==> src/rtl/systolic_pe_mac.sv <==
// Signed integer multiply-accumulate PE for an output-stationary systolic array.
// Optional saturation of the accumulator is enabled by defining PE_SAT_EN; otherwise the sum wraps.
module systolic_pe_mac #(
  parameter int DATA_W = 8,
  parameter int ACC_W  = 32
) (
  input  logic              clk,
  input  logic              rst,
  input  logic              in_valid,
  input  logic [DATA_W-1:0] a_in,
  input  logic [DATA_W-1:0] b_in,
  input  logic              acc_clr,
  input  logic              acc_last,
  output logic [DATA_W-1:0] a_out,
  output logic [DATA_W-1:0] b_out,
  output logic              valid_out,
  output logic              clr_out,
  output logic              last_out,
  output logic [ACC_W-1:0]  result,
  output logic              res_valid,
  output logic              res_sat
);
  localparam int PROD_W = 2 * DATA_W;

  logic signed [PROD_W-1:0] prod_p1;
  logic                     vld_p1;
  logic                     clr_p1;
  logic                     last_p1;
  logic signed [ACC_W-1:0]  acc;
  logic signed [ACC_W-1:0]  base_p1;
  logic signed [ACC_W-1:0]  sum_p1;
  logic                     sat_p1;
  logic                     sticky;
  logic                     sticky_p1;

  function automatic logic signed [ACC_W-1:0] sext_prod(input logic signed [PROD_W-1:0] p);
    return ACC_W'(p);
  endfunction

`ifdef PE_SAT_EN
  logic signed [ACC_W:0] wide_p1;

  function automatic logic signed [ACC_W:0] add_wide(input logic signed [ACC_W-1:0] base,
                                                     input logic signed [PROD_W-1:0] p);
    return (ACC_W+1)'(base) + (ACC_W+1)'(p);
  endfunction

  function automatic logic overflow(input logic signed [ACC_W:0] w);
    return w[ACC_W] ^ w[ACC_W-1];
  endfunction

  function automatic logic signed [ACC_W-1:0] saturate(input logic signed [ACC_W:0] w);
    if (overflow(w)) begin
      return w[ACC_W] ? {1'b1, {(ACC_W-1){1'b0}}} : {1'b0, {(ACC_W-1){1'b1}}};
    end
    return w[ACC_W-1:0];
  endfunction
`endif

  // Stage 2 arithmetic: a clearing beat starts from zero instead of the running sum
  always_comb begin
    base_p1 = clr_p1 ? '0 : acc;
`ifdef PE_SAT_EN
    wide_p1 = add_wide(base_p1, prod_p1);
    sat_p1  = overflow(wide_p1);
    sum_p1  = saturate(wide_p1);
`else
    sat_p1  = 1'b0;
    sum_p1  = base_p1 + sext_prod(prod_p1);
`endif
    sticky_p1 = (clr_p1 ? 1'b0 : sticky) | sat_p1;
  end

  always_ff @(posedge clk) begin
    if (rst) begin
      a_out     <= '0;
      b_out     <= '0;
      valid_out <= 1'b0;
      clr_out   <= 1'b0;
      last_out  <= 1'b0;
      prod_p1   <= '0;
      vld_p1    <= 1'b0;
      clr_p1    <= 1'b0;
      last_p1   <= 1'b0;
      acc       <= '0;
      sticky    <= 1'b0;
      result    <= '0;
      res_valid <= 1'b0;
      res_sat   <= 1'b0;
    end else begin
      // Neighbour forwarding, independent of in_valid
      a_out     <= a_in;
      b_out     <= b_in;
      valid_out <= in_valid;
      clr_out   <= acc_clr;
      last_out  <= acc_last;

      // Stage 1: multiply and qualify sideband with valid
      prod_p1   <= PROD_W'($signed(a_in)) * PROD_W'($signed(b_in));
      vld_p1    <= in_valid;
      clr_p1    <= acc_clr & in_valid;
      last_p1   <= acc_last & in_valid;

      // Stage 2: accumulate and publish on the last beat
      res_valid <= 1'b0;
      if (vld_p1) begin
        acc    <= sum_p1;
        sticky <= sticky_p1;
        if (last_p1) begin
          result    <= sum_p1;
          res_valid <= 1'b1;
          res_sat   <= sticky_p1;
        end
      end
    end
  end

endmodule

==> config.mk <==
export PLATFORM = sky130hd
export DESIGN_NAME = systolic_pe_mac
export DESIGN_NICKNAME = d
export VERILOG_FILES = /design/src/rtl/systolic_pe_mac.sv
export SDC_FILE = /design/constraint.sdc
export NUM_CORES = 1
export LEC_CHECK = 0
export ABC_AREA = 1
export ABC_CLOCK_PERIOD_IN_PS = 4400
export BUFFER_PORTS_ARGS = -buffer_cell sky130_fd_sc_hd__buf_2
export CAP_MARGIN = 10
export CORE_UTILIZATION = 35
export CTS_CLUSTER_DIAMETER = 80
export DETAILED_ROUTE_END_ITERATION = 8
export PLACE_DENSITY = 0.61
export SYNTH_ARGS = -nofsm -noshare
export SYNTH_HDL_FRONTEND = slang
export SYNTH_SLANG_ARGS = --single-unit
==> constraint.sdc <==
create_clock -name clk -period 4.4 [get_ports clk]
set_input_delay 0 -clock clk [delete_from_list [all_inputs] [get_ports clk]]
set_output_delay 0 -clock clk [all_outputs]
set_load 0.02 [all_outputs]
# Word level (Yosys, flattened, before mapping)
# Index checks and enable logic that the tools add are counted.
# totals
register_bits,104
input_bits,21
out_inout_bits,53
wordCells,23
# classes
n_addsub,1
n_mux,3
bitwise_logic,3
n_reduce_logical,2
n_mul,1
# op_table
operator,count
$add A32 B16 Y32,1
$mux W32,1
$mul A8 B8 Y16,1
$and A1 B1 Y1,2
$mux W1,2
$reduce_and A2 Y1,1
$reduce_or A2 Y1,1
$not A1 Y1,1

# Depth between registers and ports, before layout
# Gate-level depths: netlist of run 1.
# logic_depth
depth_word,2
mapped_depth,20
depth_no_buf,19

# Least setup slack after synthesis of run 1
# Ideal clock, no wire load.
# synth_path
path_kind,in2reg
from,in b_in[2]
to,reg prod_p1[15]
arrival_ns,3.776
path_buffers,1
setup_slack_ns,0.511
cell_stages,18
required_time_ns,4.287
setup_time_ns,0.113
path_cell_list,clkbuf_1 -> nand2_1 -> fa_1 -> inv_1 -> fa_1 -> inv_1 -> fa_1 -> fa_1 -> inv_1 -> ha_1 -> inv_1 -> o21ai_0 -> a31oi_1 -> o21ai_0 -> a21oi_1 -> nand2_1 -> nand2_1 -> nor2_1
# synth_between
elab_chain_len,1
# synth_rtl
element,line,text
start: declaration,11,"input logic [DATA_W-1:0] b_in,"
$mul A8 B8 Y16,99,prod_p1 <= PROD_W'($signed(a_in)) * PROD_W'($signed(b_in));
end signal: assignment,99,
end: declaration,25,logic signed [PROD_W-1:0] prod_p1;
# Every way passes these cells.
# A chain may end at the register's enable or synchronous reset.

# Final worst setup path of run 1
# layout_path
from,in a_in[0]
to,reg prod_p1[12]
# layout_between
elab_chain_len,1
# layout_rtl
element,line,text
start: declaration,10,"input logic [DATA_W-1:0] a_in,"
$mul A8 B8 Y16,99,
# Every way passes these cells.

==> impl_metrics.py, run 1 <==
metrics = {
    "worst_setup_path": {
        "crit_buf_inv": 7,
        "startpoint_type": "input pin",
        "end_kind": "flop",
        "r2r_slack_ps": 1760,
        "crit_fanout": 7,
        "crit_arrival_ps": 4450,
        "critPathSlowestCell": "fa_1",
        "cp_top_family": "adder cells",
        "r2r-end": "result[24]",
        "crit_path_frequent_cell": "inv_1",
        "crit_start": "a_in[0]",
        "timing.critical_path.to": "prod_p1[12]",
        "path_depth": 18,
        "cp_cell_sequence": "dlygate4sd3_1, buf_2, inv_1, nand2_1, fa_1, fa_1, inv_1, fa_1, inv_1, fa_1, inv_1, ha_1, inv_1, o31ai_1, nand2_1, nand2_1, o21ai_0, a21oi_1",
        "max_stage_delay_ps": 540,
        "crit_type": "input pin to flop",
        "r2r_cells": 15,
        "r2r-start": "clr_p1",
        "cp.required_ps": 4680,
    },
    "sta": {
        "worst_slew_pin_slew_ps": 896,
        "setup_viol": 0,
        "slew_violations": 0,
        "slew_headroom": 0.403,
        "finalCriticalPeriod_ps": 4160,
        "rsz0062_at_grt": "false",
        "period_share": 0.947,
        "fmax_ghz": 0.240,
        "setup_tns_ps": 0,
        "finalHoldViolCount": 0,
        "skew_ps": 12.0,
    },
    "floorplan": {
        "pin_count": 74,
        "start_util": 0.358,
        "core-area_mm2": 0.0244,
        "dieArea_mm2": 0.0256,
        "die_y_um": 160,
        "die-width_um": 160,
        "num_rows": 57,
    },
    "yosys": {
        "syn_area_mm2": 0.00874,
        "yosysUniqueCellTypes": 30,
        "syn_avg_cell_area_um2": 6.38,
        "synthesis.nets": 1507,
        "synth_top_area_cell": "dfxtp_1",
        "syn_inst": 1370,
        "yosysTopAreaCellShare": 0.238,
        "synth_area_leaders": "dfxtp_1 24%, inv_1 16%, nand2_1 15%, fa_1 13%, ha_1 8.6%",
        "ys_warn_count": 0,
        "synthFlopType": "dfxtp_1",
        "synth-async-reset-ratio": 0,
        "yosysMostFrequentCell": "inv_1",
        "synthTopCellsByCount": "375 x inv_1, 350 x nand2_1, 143 x nor2_1",
        "ys_seq_area_frac": 0.238,
        "synth_edf_count": 0,
        "ys_ff_latch": 104,
    },
    "routing": {
        "vias_per_cell": 4.39,
        "wl_per_cell_um": 12.4,
        "dr.first_iter.drc_count": 395,
        "vias": 7765,
        "dr.pass1.iters": 5,
        "wl_mm": 22.0,
        "ant_nets": 0,
        "drc": 0,
    },
    "clocking": {
        "ctsHtreeMaxLevel": 3,
        "insertion_delay_ps": 360,
        "clock-root-buffer": "clkbuf_16",
        "cts_sinks": 104,
        "clk_path_buf_depth": 2,
        "clkSlewWorstSetupHoldPaths_ps": 80,
        "numCtsBuffers": 9,
        "cts_tree": "yes",
    },
    "placement": {
        "place_hpwl_mm": 17.4,
        "gp_congestion": 0.928,
        "place_inst": 1733,
        "port_buffers": 73,
    },
    "power_and_ir_drop": {
        "ir_drop_mv": 0.227,
        "leakagePower_nw": 6.02,
        "power.density_mw_per_mm2": 418,
        "p_total_w": 0.00415,
    },
    "finish": {
        "antenna_cells": 0,
        "area_growth_pct": 13.6,
        "layout.nets": 1577,
        "final_cells": 1769,
        "fillerInstances": 2619,
        "post-route-util": 0.407,
        "drive_gt1_frac": 0.0824,
    },
    "grt": {
        "grtUsageTotal": 0.179,
        "antenna_found_initial": 0,
        "grt_pass1_vias": 7642,
        "grt_pass1_wl_mm": 36.9,
        "grt-ovfl-total": 0,
        "grt_max_degree": 53,
    },
    "flow_run": {
        "cap_viol_max_count": 0,
    },
    "status": {
        "status": "finished clean",
    },
    "min_path": {
        "min_path_type": "input pin to flop",
    },
}
power breakdown:
part | switching [W] | internal [W] | total, W
clock | 0.000413 | 0.000455 | 0.000868
combinational | 0.00139 | 0.000786 | 0.00217
sequential | 0.0000674 | 0.00104 | 0.00111
through the flow:
| stage | hold slack [ps] | setup WS (ps) | instance area [um2] |
|---|---|---|---|
| 6_report | 56.8 | 235 | 9930 |
| 5_1_grt | 102 | 13.9 | 9930 |
| 4_1_cts | 58.4 | 173 | 9890 |
| 3_5_place_dp | 228 | 326 | 9400 |
| 3_3_place_gp | 216 | 377 | 9400 |
| 2_1_floorplan | 95.5 | 511 | 8740 |
cells by family (layout without fill, tap and decap cells):
| group | after synthesis | in the layout | synth area share |
|---|---|---|---|
| simple gates | 594 | 594 | 0.275 |
| buf+inv | 417 | 492 | 0.180 |
| compound gates | 120 | 120 | 0.0743 |
| fa+ha+maj | 116 | 116 | 0.214 |
| flops | 104 | 104 | 0.238 |
| xor+xnor | 19 | 19 | 0.0190 |
layout make-up:
type	instances	area, um2	area share
clock inverters	7	85.1	0.00857
clock buffers	9	225	0.0227
flip-flops and latches	104	2080	0.210
inverters	378	1420	0.143
multi-input cells	849	5110	0.515
well taps	324	405	0.0408
repair buffers	98	603	0.0607
registers in the layout, indices dropped and copies added (netlist names):
name / cells
b_out: 8
last_out: 1
prod_p1: 16
clr_out: 1
result: 32
last_p1: 1
a_out: 8
res_sat: 1
sticky: 1
vld_p1: 1
clr_p1: 1
res_valid: 1
acc: 32
timing repair:
action                                  4_1_cts  5_1_grt
hold endpoints to repair                     20        0
resized for setup                             0        6
endpoints found under the setup margin        0        3
setup buffers                                 0        2
hold buffers                                 18        0
layer usage:
layer  routed length (um)  vias up  global-route usage
li1                     -     4153                   -
met1                10800     3476               0.232
met2                10400      120               0.313
met3                  641       16              0.0239
met4                  238        0              0.0416
met5                    0        -                   0
worst min-delay path, stage by stage:
cell and delay (ps):
buf_2 140, inv_1 170, nor2_1 60
how the worst min path moves through the flow:
stage                   from   endpoint  cells after the start
floorplan                rst  res_valid                      1
global placement     acc_clr    clr_out                      3
detailed placement  acc_last   last_out                      3
CTS                  b_in[7]   b_out[7]                      3
global route         b_in[7]   b_out[7]                      3
finish               b_in[7]   b_out[7]                      3
cell usage in the layout (no fill, tap or decap), types with 9 or more instances in the layout:
master         instances
inv_1                375
nand2_1              348
nor2_1               143
nand3_1               66
o21ai_0               38
dlygate4sd3_1         18
xor2_1                11
dfxtp_1              104
ha_1                  59
nor3_1                 9
buf_2                 71
a21oi_1               62
fa_1                  55
clkbuf_16              9
Power figures use the tool's default switching activity.
==> inputs of run 2 (changes only) <==
Settings changed: PLACE_DENSITY 0.61 to not set.
==> run 2 against run 1 <==
  * Routed wire length increased by 1.6%
  * Total power hardly changed
  * Largest cell class unchanged
  * Global-route usage up 0.23 points
  * Fmax is 0.14% lower
  * Critical path depth rose by 2
  * Register-to-register slack worse by 60 ps
  * Setup slack got worse by 5.9 ps
  * Cell count is the same
  * Final area about the same
==> impl_metrics.py, run 2 (synthesized netlist as in run 1, its figures left out) <==
metrics = {
    "status": {
        "status": "finished clean",
    },
    "routing": {
        "dr.pass1.iters": 6,
        "vias_per_cell": 4.40,
        "wl_mm": 22.4,
        "ant_nets": 0,
        "vias": 7791,
        "wl_per_cell_um": 12.6,
        "drc": 0,
        "dr.first_iter.drc_count": 412,
    },
    "placement": {
        "gp_congestion": 0.900,
        "port_buffers": 73,
        "place_inst": 1734,
        "place_hpwl_mm": 17.4,
    },
    "clocking": {
        "clkSlewWorstSetupHoldPaths_ps": 80,
        "ctsHtreeMaxLevel": 3,
        "cts_tree": "yes",
        "insertion_delay_ps": 370,
        "clock-root-buffer": "clkbuf_16",
        "cts_sinks": 104,
        "clk_path_buf_depth": 2,
        "numCtsBuffers": 9,
    },
    "worst_setup_path": {
        "critPathSlowestCell": "dlygate4sd3_1",
        "crit_fanout": 9,
        "cp.required_ps": 4700,
        "crit_arrival_ps": 4480,
        "end_kind": "flop",
        "cp_top_family": "adder cells",
        "crit_start": "b_in[2]",
        "crit_buf_inv": 8,
        "startpoint_type": "input pin",
        "r2r-start": "clr_p1",
        "crit_path_frequent_cell": "inv_1",
        "max_stage_delay_ps": 550,
        "cp_cell_sequence": "dlygate4sd3_1, clkbuf_4, nand2_2, fa_2, buf_4, fa_1, inv_1, fa_1, inv_1, fa_1, inv_1, ha_1, inv_1, nor3_1, inv_1, nor3_1, a21oi_1, nand2_1, nand2_1, nor2_1",
        "crit_type": "input pin to flop",
    },
    "floorplan": {
        "start_util": 0.358,
        "num_rows": 57,
        "dieArea_mm2": 0.0256,
        "die-width_um": 160,
        "pin_count": 74,
        "die_y_um": 160,
        "core-area_mm2": 0.0244,
    },
    "grt": {
        "grt_max_degree": 46,
        "grt-ovfl-total": 0,
        "antenna_found_initial": 0,
        "grt_pass1_vias": 7514,
        "grt_pass1_wl_mm": 37.1,
        "grtUsageTotal": 0.181,
    },
    "sta": {
        "finalCriticalPeriod_ps": 4170,
        "rsz0062_at_grt": "true",
        "fmax_ghz": 0.240,
        "slew_headroom": 0.395,
        "setup_tns_ps": 0,
        "finalHoldViolCount": 0,
        "setup_viol": 0,
        "period_share": 0.948,
        "slew_violations": 0,
        "worst_slew_pin_slew_ps": 908,
        "skew_ps": 11.6,
    },
    "min_path": {
        "min_from": "b_in[7]",
        "min_path_type": "input pin to flop",
    },
    "power_and_ir_drop": {
        "ir_drop_mv": 0.216,
        "leakagePower_nw": 6.02,
        "power.density_mw_per_mm2": 418,
    },
    "finish": {
        "mostFrequentLayoutCell": "inv_1",
        "drive_gt1_frac": 0.0830,
        "layout.nets": 1577,
        "final_cell_mix": "375 x inv_1, 349 x nand2_1, 143 x nor2_1, 104 x dfxtp_1, 71 x buf_2",
        "final_cells": 1769,
        "area_growth_pct": 13.5,
        "antenna_cells": 0,
        "top_regs": "acc (32), result (32), prod_p1 (16)",
        "fillerInstances": 2654,
    },
    "flow_run": {
        "cap_viol_max_count": 0,
    },
}
run 2: worst reg2reg max path, cell delays in order, from the launching register on:
cell	delay [ps]
dfxtp_1	300
buf_4	250
inv_1	230
nand2_1	130
fa_1	450
inv_1	130
nand3_1	80
nand3_1	170
nand3_1	130
nand3_1	170
nand2_1	160
nand3_1	130
nand3_1	110
nand2_1	110
inv_1	40
run 2: timing repair:
action | CTS | global route
endpoints found under the hold margin | 19 | 0
hold buffers | 17 | 0
resized for setup | 0 | 6
buffers inserted | 0 | 2
setup endpoints to repair | 0 | 3
run 2: layout make-up:
class | instances | area (um2) | share of cell area
Timing Repair Buffer | 98 | 601 | 0.0605
Tap cell | 324 | 405 | 0.0409
Clock inverter | 7 | 77.6 | 0.00782
Inverter | 378 | 1420 | 0.143
Sequential cell | 104 | 2080 | 0.210
Multi-Input combinational cell | 849 | 5110 | 0.515
Clock buffer | 9 | 225 | 0.0227
run 2: report_power, final:
| part | internal [W] | switching [W] | total [W] |
|---|---|---|---|
| clock network | 0.000449 | 0.000412 | 0.000861 |
| logic | 0.000791 | 0.00139 | 0.00219 |
| registers | 0.00104 | 0.0000647 | 0.00111 |
run 2: worst paths after layout:
path | to | slack (ps) | depth (start not counted)
max | prod_p1[15] | 230 | 20
min | b_out[7] | 60 | 3
max reg2reg | result[20] | 1700 | 14
min reg2reg | sticky | 450 | 2
run 2: routing by layer:
| layer | global-route usage | up-vias | wire [um] |
|---|---|---|---|
| met5 | 0 | - | 0 |
| met4 | 0.0485 | 0 | 276 |
| met3 | 0.0239 | 21 | 736 |
| met2 | 0.311 | 136 | 10300 |
| met1 | 0.238 | 3488 | 11000 |
| li1 | - | 4146 | - |
run 2: through the flow:
stage | power, W | cell area [um2] | hold WS (ps) | setup WS, ps | utilization
finish | 0.00415 | 9920 | 62.4 | 229 | 0.407
global route | 0.00457 | 9920 | 73.0 | -5.92 | 0.407
CTS | 0.00414 | 9880 | 53.5 | 117 | 0.405
detailed placement | 0.00326 | 9410 | 226 | 272 | 0.386
global placement | 0.00323 | 9410 | 218 | 360 | 0.386
floorplan | 0.00277 | 8740 | 95.5 | 511 | -
==> inputs of run 3 (changes only) <==
Settings changed: ABC_CLOCK_PERIOD_IN_PS 4400 to 4600, CORE_MARGIN set to 2.
Clock period 4.4 ns to 4.6 ns, I/O delays scaled along.
==> run 3 against run 2 <==
  * Setup slack better by 77 ps
  * Total power is 6.1% lower
  * Sequential share of layout area is 0.15 points higher
  * Clock power is 10% lower
  * Cell count is 0.17% lower
  * Non-clock buffer count is 3 lower
  * Largest power group unchanged
  * Critical path depth is 1 lower
  * Final area is 0.69% lower
  * Critical path type unchanged
  * First-iteration DRC count is 6.3% higher
  * Largest cell class unchanged
  * Hold slack better by 10 ps
  * Core utilization is 0.28 points lower
==> impl_metrics.py, run 3 (synthesized netlist as in run 1, its figures left out) <==
metrics = {
    "status": {
        "status": "finished clean",
    },
    "grt": {
        "grt_max_degree": 46,
        "antenna_found_initial": 0,
        "grt-ovfl-total": 0,
        "grtUsageTotal": 0.180,
        "grt_pass1_vias": 7936,
        "grt_pass1_wl_mm": 38.2,
    },
    "routing": {
        "ant_nets": 0,
        "dr.pass1.iters": 5,
        "wl_per_cell_um": 12.7,
        "vias": 7868,
        "vias_per_cell": 4.46,
        "highest_layer": "met4",
        "dr.first_iter.drc_count": 438,
        "wl_met1_mm": 10.9,
        "drc": 0,
        "route.met3.wl_um": 763,
        "wl_mm": 22.4,
        "dr_wl_met2_mm": 10.4,
    },
    "finish": {
        "multi_input_area_mm2": 0.00509,
        "top_regs": "acc (32), result (32), prod_p1 (16)",
        "drive_gt1_frac": 0.0770,
        "antenna_cells": 0,
        "layout.nets": 1574,
        "mostFrequentLayoutCell": "inv_1",
        "area_growth_pct": 12.7,
        "fillerInstances": 2642,
        "final_cell_mix": "375 x inv_1, 350 x nand2_1, 143 x nor2_1, 104 x dfxtp_1, 73 x buf_2",
        "seq_area_mm2": 0.00208,
    },
    "worst_setup_path": {
        "startpoint_type": "input pin",
        "r2r-start": "vld_p1",
        "end_kind": "flop",
        "r2r_slack_ps": 1950,
        "crit_type": "input pin to flop",
        "crit_arrival_ps": 4550,
        "r2r-end": "result[24]",
        "r2r_cells": 6,
        "cp.required_ps": 4860,
        "crit_fanout": 9,
    },
    "min_path": {
        "whs_path_depth": 3,
        "min_path_type": "input pin to flop",
        "whs_endpoint": "b_out[7]",
        "min_from": "b_in[7]",
    },
    "sta": {
        "worst_slew_pin_slew_ps": 927,
        "finalHoldViolCount": 0,
        "finalCriticalPeriod_ps": 4290,
        "rsz0062_at_grt": "false",
        "period_share": 0.934,
        "fin_ws_ps": 306,
        "setup_viol": 0,
        "slew_violations": 0,
        "setup_tns_ps": 0,
        "slew_headroom": 0.382,
        "fmax_ghz": 0.233,
        "skew_ps": 10.4,
        "whs_ps": 72.6,
    },
    "clocking": {
        "clkSlewWorstSetupHoldPaths_ps": 70,
        "cts_sinks": 104,
        "ctsHtreeMaxLevel": 3,
        "insertion_delay_ps": 360,
        "clk_path_buf_depth": 2,
        "cts_resized": 0,
        "clock-root-buffer": "clkbuf_16",
        "cts_tree": "yes",
        "numCtsBuffers": 9,
    },
    "flow_run": {
        "cap_viol_max_count": 0,
    },
    "floorplan": {
        "dieArea_mm2": 0.0263,
        "die-width_um": 162,
        "pin_count": 74,
        "start_util": 0.358,
        "num_rows": 57,
        "die_y_um": 162,
        "core-area_mm2": 0.0244,
    },
    "power_and_ir_drop": {
        "power.density_mw_per_mm2": 395,
        "p_total_w": 0.00390,
        "ir_drop_mv": 0.216,
        "leakagePower_nw": 5.99,
    },
    "placement": {
        "post-place-ws_ps": 496,
        "port_buffers": 73,
        "place_hpwl_mm": 17.5,
        "gp_congestion": 0.930,
    },
}
[run 3: worst max-delay path, stage by stage]
cell and delay (ps):
dlygate4sd3_1 530, buf_2 210, nand2_1 180, fa_1 650, inv_1 140, fa_1 540
inv_1 50, fa_1 500, fa_1 540, inv_1 40, ha_1 340, inv_1 90
o21ai_0 110, a31oi_1 150, o21ai_0 110, a21oi_1 180, nand2_1 70, nand2_1 60
nor2_1 50
[run 3: worst max path at each step]
stage / startpoint / endpoint / slack (ps) / cells past startpoint
detailed placement: b_in[2] / prod_p1[15] / 500 / 18
CTS: b_in[2] / prod_p1[15] / 340 / 19
finish: b_in[2] / prod_p1[15] / 310 / 19
global placement: a_in[7] / prod_p1[15] / 570 / 18
global route: a_in[7] / prod_p1[15] / 70 / 19
floorplan: b_in[2] / prod_p1[15] / 710 / 18
[run 3: area by class of cell]
class                      instances  share of cell area
multi-input combinational        849               0.517
clock inverter                     5             0.00394
clock buffer                      11              0.0246
inverter                         378               0.144
tap                              324              0.0411
sequential                       104               0.211
timing repair buffer              95              0.0584
[run 3: per-stage QoR]
step	std cells	instance area (um2)	utilization
2_1_floorplan	1370	8740	-
3_5_place_dp	1732	9390	0.385
4_1_cts	1766	9850	0.404
3_3_place_gp	1732	9390	0.385
6_report	1766	9850	0.404
5_1_grt	1766	9850	0.404
[run 3: power breakdown]
| part | internal, W | total [W] | switching [W] |
|---|---|---|---|
| Clock | 0.000388 | 0.000774 | 0.000386 |
| Combinational | 0.000732 | 0.00206 | 0.00133 |
| Sequential | 0.000996 | 0.00106 | 0.0000628 |
| Total | 0.00212 | 0.00390 | 0.00178 |
[run 3: layer usage]
| metal | global-route usage | vias up |
|---|---|---|
| li1 | - | 4140 |
| met1 | 0.235 | 3569 |
| met2 | 0.314 | 141 |
| met3 | 0.0258 | 18 |
| met4 | 0.0442 | 0 |
| met5 | 0 | - |
[run 3: what timing repair did]
| action | CTS | global route |
|---|---|---|
| setup buffers | 0 | 0 |
| hold buffers | 18 | 0 |
| endpoints found under the hold margin | 20 | 0 |
